File: src/rtl/fsm_mon_pkg.sv
// fsm_mon_pkg: shared state encoding and default parameters for the sequence monitor.
package fsm_mon_pkg;
  typedef enum logic [1:0] {
    IDLE   = 2'b00,
    TRACK  = 2'b01,
    ALARM  = 2'b10,
    LOCKED = 2'b11
  } state_e;
  localparam int DEF_W           = 3;
  localparam int DEF_NCODES      = 4;
  localparam int DEF_CNT_W       = 8;
  localparam int DEF_LOCK_THRESH = 3;
  localparam int DEF_CNT_MAX     = (1 << DEF_CNT_W) - 1;
endpackage

File: src/rtl/seq_step_check.sv
// seq_step_check: flags an out-of-range code or a step that is neither hold nor +1 mod NCODES.
module seq_step_check #(
  parameter int W      = 3,
  parameter int NCODES = 4
) (
  input  logic [W-1:0] last_good,
  input  logic [W-1:0] obs_code,
  input  logic         have_ref,
  output logic         is_violation
);
  logic [W-1:0] nxt;
  logic         bad_code;
  always_comb begin
    bad_code     = {1'b0, obs_code} >= (W+1)'(NCODES);
    nxt          = (last_good == W'(NCODES - 1)) ? '0 : last_good + 1'b1;
    is_violation = bad_code | (have_ref & (obs_code != last_good) & (obs_code != nxt));
  end
endmodule

File: src/rtl/fsm_seq_monitor.sv
// fsm_seq_monitor: checks the sequencer walk, counts violations and locks fail-secure past a threshold.
module fsm_seq_monitor
  import fsm_mon_pkg::*;
#(
  parameter int W           = DEF_W,
  parameter int NCODES      = DEF_NCODES,
  parameter int CNT_W       = DEF_CNT_W,
  parameter int LOCK_THRESH = DEF_LOCK_THRESH
) (
  input  logic             clk,
  input  logic             rst,
  input  logic             obs_valid,
  input  logic [W-1:0]     obs_code,
  input  logic             clr_alarm,
  output logic             alarm,
  output logic             locked,
  output logic [CNT_W-1:0] err_count,
  output logic [W-1:0]     err_code,
  output logic [W-1:0]     last_good
);
  localparam logic [CNT_W-1:0] CNT_MAX = '1;
  localparam logic [CNT_W-1:0] LOCK_T  = CNT_W'(LOCK_THRESH);
  state_e           state_q, state_d;
  logic [CNT_W-1:0] err_count_q, err_count_d, cnt_inc;
  logic [W-1:0]     err_code_q, err_code_d, last_good_q, last_good_d;
  logic             step_viol, viol, go_lock;
  seq_step_check #(.W(W), .NCODES(NCODES)) u_chk (
    .last_good    (last_good_q),
    .obs_code     (obs_code),
    .have_ref     (state_q == TRACK || state_q == ALARM),
    .is_violation (step_viol)
  );
  always_ff @(posedge clk or posedge rst) begin
    if (rst) begin
      state_q     <= IDLE;
      err_count_q <= '0;
      err_code_q  <= '0;
      last_good_q <= '0;
    end else begin
      state_q     <= state_d;
      err_count_q <= err_count_d;
      err_code_q  <= err_code_d;
      last_good_q <= last_good_d;
    end
  end
  // A violation always beats clr_alarm in the same cycle; LOCKED ignores all inputs.
  always_comb begin
    viol        = obs_valid & step_viol & (state_q != LOCKED);
    cnt_inc     = (err_count_q == CNT_MAX) ? err_count_q : err_count_q + 1'b1;
    go_lock     = cnt_inc >= LOCK_T;
    case (state_q)
      IDLE, TRACK: state_d = viol ? (go_lock ? LOCKED : ALARM) : (obs_valid ? TRACK : state_q);
      ALARM:       state_d = viol ? (go_lock ? LOCKED : ALARM) : (clr_alarm ? IDLE : ALARM);
      default:     state_d = LOCKED;
    endcase
    err_count_d = viol ? cnt_inc : err_count_q;
    err_code_d  = viol ? obs_code : err_code_q;
    last_good_d = (obs_valid & ~viol & (state_q != LOCKED)) ? obs_code : last_good_q;
  end
  always_comb begin
    alarm     = (state_q == ALARM) || (state_q == LOCKED);
    locked    = state_q == LOCKED;
    err_count = err_count_q;
    err_code  = err_code_q;
    last_good = last_good_q;
  end
endmodule

File: config.mk
export PLATFORM = sky130hd
export DESIGN_NAME = fsm_seq_monitor
export DESIGN_NICKNAME = d
export VERILOG_FILES = /design/src/rtl/fsm_mon_pkg.sv /design/src/rtl/seq_step_check.sv /design/src/rtl/fsm_seq_monitor.sv
export SDC_FILE = /design/constraint.sdc
export NUM_CORES = 1
export LEC_CHECK = 0
export BUFFER_PORTS_ARGS = -buffer_cell sky130_fd_sc_hd__buf_2
export CAP_MARGIN = 25
export CORE_MARGIN = 1
export CORE_UTILIZATION = 53
export CTS_BUF_LIST = sky130_fd_sc_hd__clkbuf_16
export CTS_CLUSTER_DIAMETER = 120
export DETAILED_ROUTE_END_ITERATION = 16
export GPL_TIMING_DRIVEN = 1
export PLACE_DENSITY_LB_ADDON = 0.12
export SKIP_LAST_GASP = 1
export SLEW_MARGIN = 40
export SYNTH_ARGS = -nofsm -noshare
export SYNTH_HDL_FRONTEND = slang
export SYNTH_SLANG_ARGS = --single-unit
File: constraint.sdc
create_clock -name clk -period 2.4 [get_ports clk]
set_clock_uncertainty 0.2 [all_clocks]
set_input_delay 0.72 -clock clk [delete_from_list [all_inputs] [get_ports clk]]
set_output_delay 0.72 -clock clk [all_outputs]
set_load 0.02 [all_outputs]
After elaboration in Yosys (flattened, before gate mapping)
Cells that the tools add are included.
W data, S select, Z words.
- output and inout bits: 16
- register bits: 16
- input bits: 7
- muxes and demuxes: 8
- $add $sub $neg: 2
- eq/ne operators: 9
- reduce and logical (&&, ||, !) cells: 4
- bitwise operators: 8
- order comparisons: 2
- operators by type and width (operator ; number):
    $add A8 B1 Y8 const B ; 1
    $eq A8 B8 Y1 const B ; 1
    $ge A8 B2 Y1 const B ; 1
    $mux W2 ; 4
    $mux W8 ; 1
    $and A1 B1 Y1 ; 6
    $ne A3 B3 Y1 ; 2
    $eq A2 B2 Y1 const B ; 2
    $pmux W2 S2 ; 1
    $add A3 B1 Y3 const B ; 1
    $eq A3 B2 Y1 const B ; 1
    $ge A3 B3 Y1 const B ; 1
    $mux W3 ; 1
    $ne A3 B3 Y1 const B ; 1
    $eq A2 B1 Y1 const B ; 1
    $logic_not A2 Y1 ; 1
    $logic_or A1 B1 Y1 ; 2
    $ne A2 B2 Y1 const B ; 1
    $reduce_or A2 Y1 ; 1
    $mux W1 ; 1
    $not A1 Y1 ; 1
    $or A1 B1 Y1 ; 1

Logic depth before layout (Yosys ltp)
Gate-level depths: netlist of run 1.
- word-level depth: 10
- gate-level depth with buffers: 8
- mapped depth without buffers: 7

Modules after synthesis
A second synthesis of run 1 with hierarchy kept.
- cell total of the unflattened synthesis: 101
- area, all modules: 1016.0 um^2
- modules (own cells, without submodules) (module ; area an instance (um^2) ; times used ; seq. area each (um^2) ; cells an instance):
    fsm_seq_monitor ; 928.4 ; 1 ; 400.4 ; 89
    seq_step_check ; 87.6 ; 1 ; 0.0 ; 12

Least setup slack after synthesis of run 1
OpenSTA, ideal clock, no wires.
- kind: reg-to-reg
- start point: reg last_good_q[0], in the netlist last_good[0]
- end point: reg err_code_q[0], in the netlist err_code[0]
- path buffers: 1
- setup time: 125 ps
- arrival time: 1838 ps
- slack: 237 ps
- stages on the path, launching flop included: 7
- cells stage by stage: dfrtp_1 -> ha_1 -> nor2b_1 -> o21a_1 -> o211ai_4 -> buf_6 -> mux2_2
- longest elaborated chain between the ends: 7
- ends and longest elaborated chain (what ; line ; text):
    start, declared ; fsm_seq_monitor.sv:25 ; logic [W-1:0] err_code_q, err_code_d, last_good_q, last_good_d;
    start signal, assigned ; fsm_seq_monitor.sv:43 ; last_good_q <= last_good_d;
    $add A3 B1 Y3 / $eq A3 B2 Y1 (equally long branches) ; seq_step_check.sv:15 ; nxt = (last_good == W'(NCODES - 1)) ? '0 : last_good + 1'b1;
    $mux W3 ; seq_step_check.sv:15 ;
    $ne A3 B3 Y1 ; seq_step_check.sv:16 ; is_violation = bad_code | (have_ref & (obs_code != last_good) & (obs_code != nxt));
    $and A1 B1 Y1 * ; seq_step_check.sv:16 ;
    $or A1 B1 Y1 * ; seq_step_check.sv:16 ;
    $and A1 B1 Y1 * (2 in series) ; fsm_seq_monitor.sv:48 ; viol = obs_valid & step_viol & (state_q != LOCKED);
    end signal, assigned ; fsm_seq_monitor.sv:42 ; err_code_q <= err_code_d;
    end, declared ; fsm_seq_monitor.sv:25 ;
Every way passes the cells marked *; elsewhere a longest branch is shown, timed or not.
A chain may end at the register's enable or synchronous reset.

Worst setup path in the final report of run 1
- start point: reg state_q[1]
- end point: out alarm
- longest elaborated chain between the ends: 2
- ends and longest elaborated chain (what ; line ; text):
    start, declared ; fsm_seq_monitor.sv:23 ; state_e state_q, state_d;
    start signal, assigned ; fsm_seq_monitor.sv:40 ; state_q <= state_d;
    $eq A2 B2 Y1 ; fsm_seq_monitor.sv:61 ; alarm = (state_q == ALARM) || (state_q == LOCKED);
    $logic_or A1 B1 Y1 * ; fsm_seq_monitor.sv:61 ;
    end, declared ; fsm_seq_monitor.sv:15 ; output logic alarm,
Marked as above.

==> results.md, run 1 <==
* Most common cell after layout, fill and taps aside: buf_2
* Switch share at 44.3%
* Die ar. at 2150 um^2
* GRT Util Overall at 22.0%
* Final Cycle Share at 96.2%
* Mux cell area share after synthesis at 6.47%
* Vias in the first global route at 745
* Combinational group share of total power at 53.8%
* Reg2reg start: last_good[0]
* Chip Height at 46.4 um
* Deepest clock path buffer count at 2
* XOR/XNOR Fraction of Synth Area at 4.19%
* Hpwl dp at 1.51 mm
* # diodes at 0
* FF+latch count, synth at 16
* Vias at 881
* Global-route wire length before repair at 3.24 mm
* WHS Endpoint: err_code[2]
* TritonRoute pass-1 iters at 4
* CTS Hold Bufs at 0
* # setup viols final at 0
* Unrepaired setup endpoints after global routing: false
* Layout area overhead at 19.9%
* Synth Warn # at 0
* Port Buffers at 22
* Critical Path RT at 1.48 ns
* CORE AREA at 1780 um^2
* Seq pwr share at 29.4%
* Setup bufs post-CTS at 0
* Worst reg-to-reg path cell count at 6
* Final wirelength at 2.07 mm
* Endpoint class of the critical path: primary output
* Clock power frac at 16.7%
* Worst-Skew Late Latency at 0.25 ns
* Final antenna-violating net count at 0
* Routed length per instance at 13.5 um
* Initial antenna violation count at 0
* Drt drc at 0
* Setup TNS Final at 0 ns
* Least-Margin Pin Slew at 0.598 ns
* Starting Density at 58.6%
* Fin crit period at 2.31 ns
* CP max FO at 5
* Largest net degree at the start of global routing at 17
* Achievable clock frequency at 433 MHz
* Synthesized area at 1040 um^2
* Cell Int Power at 1.06 mW
* Compound-cell area share of the yosys netlist at 20.2%
* Status: completed
* Clock transition at the registers of the reported paths at 0.05 ns
* CTS sink count at 16
* Reg2Reg Setup Slack at 0.14 ns
* CTS tree: built
* Register area share after synthesis at 38.3%
* Yosys cell types at 40
* Final Max Tran Viols at 0
* Initial DRC Count at 23
* Hold path startpoint: err_code[2]
* # IOs at 23
* Largest family of logic cells by synthesized area: compound AO/OA/AOI/OAI gates
* TritonCTS buffer count at 3
* PD cells at 1510 nW/um^2
* Synthesized Nets at 118
* # rows at 15
* Worst reg2reg endpoint: err_count[7]
* Final Net Count at 143
* Mapped Cells at 105
* Syn_area_per_cell at 9.95 um^2
* NetSw at 0.838 mW
* Vias per Instance at 5.76
* Crit Path Class: flip-flop to primary output
* GPL Wtd Cong at 0.847
* Root Buffer: clkbuf_16
* Commonest cells after routing, fill and taps aside: buf_2, dfrtp_1, nor2_1
* Slew margin rel. at 60.1%
* Adder-Cell Fraction of Synth Area at 7.19%
* Post-cts sizing count at 0
* Hold path cells at 1
* H-tree levels at 1
* Final WS setup at 0.0920 ns
* Pre-CTS WS at 0.0279 ns
* Peak supply drop at 0.915 mV
* Critical path data arrival time at 1.39 ns
* Overflow after GRT at 0
* Leak at 0.569 nW
* Worst setup SP type: flip-flop
* Layout cell share with drive strength beyond 1 at 31.3%
* Die W at 46.4 um
* Max cap viols at 0
* Post-Synth Simple-Gate Area at 18.4%
* Total design power at 1.89 mW
* Final Hold Viols at 0
* Min-Delay Path Class: flip-flop to flip-flop
==> worst max path at each step <==
stage,slack [ns],start,depth (start not counted),end
floorplan,0.24,last_good[0],6,err_code[0]
global placement,0.09,obs_code[1],6,err_count[7]
detailed placement,0.03,obs_code[1],6,err_count[7]
CTS,0.09,state_q[0],3,alarm
global route,0.05,state_q[0],4,alarm
finish,0.09,state_q[1],3,alarm
==> per-stage QoR <==
stage,utilization (%),area [um^2],std cells,hold slack (ns)
global route,70.2,1250,153,0.328
global placement,66.0,1180,150,0.302
finish,70.2,1250,153,0.311
detailed placement,66.0,1180,150,0.294
CTS,70.2,1250,153,0.314
floorplan,-,1040,105,0.345
==> per-layer routing <==
layer | GRT usage, % | part of all wire, % | vias up
met5 | 0 | 0 | -
met4 | 5.29 | 0.77 | 0
met3 | 7.06 | 6.4 | 2
met2 | 34.4 | 48 | 41
met1 | 29.3 | 45 | 410
li1 | - | - | 428
==> critical path, cell delays in order (launching register included) <==
cell and delay [ns]:
dfrtp_1 0.42, ha_1 0.26, or2_2 0.30, buf_2 0.16
==> area by class of cell <==
class	instances	area, um^2
multi-input combinational	78	591
fill	148	531
sequential	16	400
timing repair buffer	25	133
clock buffer	3	75.1
tap	25	31.3
inverter	6	22.5
==> sequential cells by signal, indices dropped and copies added, names as in the netlist <==
signal     flops
state_q        2
err_count      8
err_code       3
last_good      3
==> power by group through the flow <==
stage | clock network (mW) | registers (mW) | logic, mW
after global routing | 0.342 | 0.580 | 1.11
after detailed placement | 0 | 0.560 | 1.01
final | 0.317 | 0.557 | 1.02
after CTS | 0.325 | 0.556 | 1.02
after global placement | 0 | 0.554 | 0.997
after floorplan | 0 | 0.612 | 0.700
==> cell families after synthesis <==
group,Yosys count
AND/OR/NAND/NOR,36
flip-flops,16
AO/OA/AOI/OAI,25
buffers and inverters,11
multiplexers,6
adder cells (fa/ha/maj),6
XOR/XNOR,5
==> cells in the mapped netlist <==
library cell,count,share of area [%]
o2111ai_1,1,0.84
nor2b_1,1,0.60
mux2_2,6,6.5
a41oi_1,2,1.7
nor3_2,1,0.96
buf_2,3,1.4
o211ai_4,1,2.0
nand3_1,4,1.9
nand4_1,2,1.2
a22o_1,2,1.7
a21boi_0,1,0.72
clkbuf_2,1,0.48
a2bb2oi_1,1,0.84
a31oi_4,1,2.0
nor2_1,9,3.2
o41a_1,1,1.1
a31oi_1,1,0.60
nand2_1,5,1.8
a21oi_1,3,1.4
and2_1,3,1.8
o21a_1,1,0.72
o22ai_1,1,0.60
nor2_2,1,0.60
nand2b_1,2,1.2
o22a_1,1,0.84
xor2_1,2,1.7
dfrtp_1,16,38
ha_1,6,7.2
a2111oi_0,1,0.84
o32a_1,1,0.96
xnor2_1,3,2.5
or2_2,1,0.60
o31ai_1,2,1.4
inv_1,6,2.2
or2b_1,1,0.72
and2b_1,1,0.72
nor3_1,4,1.9
o21ai_0,4,1.9
nor4_2,1,1.2
buf_6,1,1.1
Note: power is estimated with default switching activity, not from simulation.
==> run 2, diff against run 1 <==
Settings changed: HOLD_SLACK_MARGIN set to 0.06, RECOVER_POWER set to 100.
==> run 2 against run 1 <==
Effect of this change: total power is 2.5% lower; global-route usage stayed put; hold slack better by 0.0020 ns; register-to-register slack better by 0.03 ns; final cell count stayed put; largest cell class unchanged; sequential share of layout area is 0.95 points higher; sequential cell count stayed put; routed wire length is 1.6% lower; sequential power hardly changed; largest power group unchanged; maximum frequency hardly changed; non-clock buffer count stayed put; combinational power is 5% lower.
==> results.md, run 2 (same netlist as run 1, synthesis figures left out) <==
* Status: completed
* CTS tree: built
* Pre-CTS WS at 0.0279 ns
* Combinational group share of total power at 52.6%
* TritonCTS buffer count at 3
* Starting Density at 58.6%
* # diodes at 0
* Final Net Count at 143
* Worst-Skew Late Latency at 0.25 ns
* Critical Path RT at 1.48 ns
* Min-Delay Path Class: flip-flop to flip-flop
* Largest net degree at the start of global routing at 17
* GRT Util Overall at 22.0%
* Met2 Resource Use GR at 34.4%
* CTS Hold Bufs at 0
* GPL Wtd Cong at 0.847
* # rows at 15
* Crit Path Class: flip-flop to primary output
* CP max FO at 5
* CORE AREA at 1780 um^2
* WP buf/inv at 1
* Global-route wire length before repair at 3.24 mm
* Routed length per instance at 13.3 um
* Setup bufs post-CTS at 0
* Achievable clock frequency at 433 MHz
* Switch share at 44.9%
* Final Hold Viols at 0
* Met3 usage at 7.06%
* Deepest clock path buffer count at 2
* Chip Height at 46.4 um
* Cell Count, Final, Fillers Out at 153
* Die ar. at 2150 um^2
* Critical path data arrival time at 1.39 ns
* Seq pwr share at 30.2%
* Vias at 868
* Worst setup SP type: flip-flop
* Port Buffers at 22
* Setup TNS Final at 0 ns
* Initial antenna violation count at 0
* # IOs at 23
* Hpwl dp at 1.51 mm
* Delay-heaviest family, CP: flip-flops
* Max cap viols at 0
* Final Max Tran Viols at 0
* Final antenna-violating net count at 0
* Most Crowded Layer GR: met2
* Leak at 0.518 nW
* NetSw at 0.829 mW
* Post-cts sizing count at 0
* Die W at 46.4 um
* Layout area overhead at 16.4%
* Final Cycle Share at 96.1%
* Initial DRC Count at 21
* Vias in the first global route at 745
* Core Util, Final at 68.2%
* PD cells at 1520 nW/um^2
* Final WS setup at 0.0925 ns
* Crit path largest cell delay at 0.42 ns
* FILL cells at 160
* Endpoint class of the critical path: primary output
* Layout cell share with drive strength beyond 1 at 16.4%
* CTS sink count at 16
* Overflow after GRT at 0
* Final wirelength at 2.04 mm
* Clock transition at the registers of the reported paths at 0.05 ns
* Cells along the critical path: ha_1, or2_2, clkbuf_2
* TritonRoute pass-1 iters at 4
* # setup viols final at 0
* Unrepaired setup endpoints after global routing: false
* Drt drc at 0
* Met1 Usage GRT at 29.3%
* Slowest cell on crit path: dfrtp_1
* H-tree levels at 1
* Root Buffer: clkbuf_16
* Vias per Instance at 5.67
* DP Cell Count at 150
* Cell Int Power at 1.02 mW
* Clock power frac at 17.2%
* Commonest cells after routing, fill and taps aside: dfrtp_1, clkbuf_1, nor2_1
* Largest register FFs at 8
* Slew margin rel. at 59.5%
* Peak supply drop at 0.895 mV
* Fin crit period at 2.31 ns
* Total design power at 1.85 mW
* Least-Margin Pin Slew at 0.607 ns
[run 2: cell type report]
| cell class | count | area (um^2) | share of cell area, % |
|---|---|---|---|
| tap | 25 | 31.3 | 2.57 |
| timing repair buffer | 25 | 110 | 9.05 |
| clock buffer | 3 | 75.1 | 6.17 |
| sequential | 16 | 400 | 32.9 |
| inverter | 6 | 22.5 | 1.85 |
| multi-input combinational | 78 | 577 | 47.4 |
[run 2: power by group through the flow]
stage / Sequential [mW] / Combinational [mW] / Clock (mW)
after floorplan: 0.612 / 0.700 / 0
after global placement: 0.554 / 0.997 / 0
after detailed placement: 0.560 / 1.01 / 0
after CTS: 0.556 / 1.02 / 0.325
after global routing: 0.584 / 1.06 / 0.342
final: 0.558 / 0.971 / 0.317
[run 2: stage by stage]
| stage | cell area [um^2] | hold WS [ns] |
|---|---|---|
| after floorplan | 1040 | 0.345 |
| after detailed placement | 1180 | 0.294 |
| after global routing | 1220 | 0.332 |
| after global placement | 1180 | 0.302 |
| final | 1220 | 0.313 |
| after CTS | 1250 | 0.314 |
[run 2: routing by layer]
metal,vias to the layer above,routed length [um]
met1,405,943
met3,2,112
li1,430,-
met5,-,0
met4,0,16
met2,31,965
[run 2: final timing paths]
kind	start	endpoint	slack, ns	cells after the start
worst max-delay path	state_q[1]	alarm	0.09	3
worst min-delay path	err_code[2]	err_code[2]	0.31	1
worst max register to register	last_good[0]	err_count[7]	0.17	6
worst min register to register	err_code[2]	err_code[2]	0.31	1
max in group asynchronous	rst	err_count[7]	1.26	2
min in group asynchronous	rst	err_count[4]	0.34	2
==> run 3, diff against run 2 <==
Settings changed: CORE_ASPECT_RATIO set to 0.7.
==> run 3 against run 2 <==
Effect of this change: sequential power about the same; utilization decreased by 2.6 points; via count increased by 1.4%; total power rose by 1.7%; hold slack got worse by 0.0068 ns; combinational power rose by 2.5%; final cell count decreased by 1.3%; first-iteration DRC count shrank 29%; maximum frequency fell by 0.29%; highest routed layer is now met3.
==> results.md, run 3 (same netlist as run 1, synthesis figures left out) <==
* Worst setup SP type: flip-flop
* Drt drc at 0
* Vias per Instance at 5.83
* Final Max Tran Viols at 0
* Slew margin rel. at 58.7%
* Layout area overhead at 16.5%
* Final Cycle Share at 96.4%
* Largest net degree at the start of global routing at 17
* Global-route wire length before repair at 3.49 mm
* FILL cells at 173
* # rows at 13
* Clock transition at the registers of the reported paths at 0.05 ns
* Vias at 880
* Peak supply drop at 0.909 mV
* Worst-Skew Late Latency at 0.25 ns
* Fin crit period at 2.31 ns
* Min-Delay Path Class: flip-flop to flip-flop
* TritonCTS buffer count at 3
* Die ar. at 2160 um^2
* Die W at 55.1 um
* Port Buffers at 22
* GPL Wtd Cong at 0.777
* Status: completed
* H-tree levels at 1
* PD cells at 1540 nW/um^2
* CTS sink count at 16
* GRT Util Overall at 25.2%
* Least-Margin Pin Slew at 0.619 ns
* Vias in the first global route at 721
* Hpwl dp at 1.70 mm
* Leak at 0.515 nW
* Critical path data arrival time at 1.39 ns
* Reg2reg start: last_good[0]
* Final WS setup at 0.0858 ns
* Final Hold Viols at 0
* CORE AREA at 1850 um^2
* Setup TNS Final at 0 ns
* Crit path launch: state_q[0]
* Final wirelength at 2.20 mm
* Sequential Area at 400 um^2
* Final antenna-violating net count at 0
* Post-cts sizing count at 0
* CTS tree: built
* Final Net Count at 143
* Dpl cell area at 1170 um^2
* Starting Density at 56.3%
* Most common cell after layout, fill and taps aside: clkbuf_1
* Achievable clock frequency at 432 MHz
* Pre-CTS WS at 0.0288 ns
* CTS Hold Bufs at 0
* Final Instance Area at 1220 um^2
* Deepest clock path buffer count at 2
* Root Buffer: clkbuf_16
* Overflow after GRT at 0
* Commonest cells after routing, fill and taps aside: clkbuf_1, dfrtp_1, nor2_1
* Footprint of the multi-input gates at 582 um^2
* CP max FO at 5
* Chip Height at 39.1 um
* Routed length per instance at 14.6 um
* Critical Path RT at 1.48 ns
* # IOs at 23
* Worst reg2reg endpoint: err_count[7]
* Initial DRC Count at 15
* Setup bufs post-CTS at 0
* Unrepaired setup endpoints after global routing: false
* Max cap viols at 0
* Crit Path Class: flip-flop to primary output
* # diodes at 0
* Reg2Reg Setup Slack at 0.17 ns
* Worst Setup EP: alarm
* Largest register FFs at 8
* # setup viols final at 0
* Endpoint class of the critical path: primary output
* Initial antenna violation count at 0
* Hold path startpoint: err_code[2]
* TritonRoute pass-1 iters at 4
* Layout cell share with drive strength beyond 1 at 16.3%
* Worst reg-to-reg path cell count at 6
## run 3: final cells by class
cell class                 instances  share of cell area [%]
clock inverter                     1                   0.308
clock buffer                       3                    6.17
inverter                           6                    1.85
multi-input combinational         78                    47.8
timing repair buffer              25                    8.74
sequential                        16                    32.9
tap                               22                    2.26
## run 3: per-layer routing
metal	track usage [%]	wire (um)
met5	0	0
met4	7.50	0
met2	32.5	932
met1	37.2	1130
met3	9.80	143
## run 3: how the worst min path moves through the flow
stage                             end  cells after the start
final                     err_code[2]                      1
after global routing      err_code[0]                      1
after CTS                 err_code[2]                      1
after detailed placement  err_code[0]                      1
after global placement    err_code[2]                      1
after floorplan            state_q[1]                      1
## run 3: stage by stage
step / utilization [%] / total power, mW / std cells / hold slack [ns]
3_3_place_gp: 63.3 / 1.57 / 147 / 0.306
2_1_floorplan: - / 1.31 / 105 / 0.345
5_1_grt: 65.7 / 2.03 / 151 / 0.328
3_5_place_dp: 63.3 / 1.59 / 147 / 0.298
6_report: 65.7 / 1.88 / 151 / 0.306
4_1_cts: 67.5 / 1.93 / 151 / 0.316
## run 3: where the power goes
group          switching [mW]  total, mW  internal, mW
Clock                   0.106      0.327         0.221
Combinational           0.587      0.995         0.408
Sequential              0.163      0.555         0.392
Total                   0.856       1.88          1.02
## run 3: worst max-delay path: stages, from the launching register on
cell,delay (ns)
dfrtp_1,0.41
ha_1,0.28
or2_2,0.30
clkbuf_2,0.15
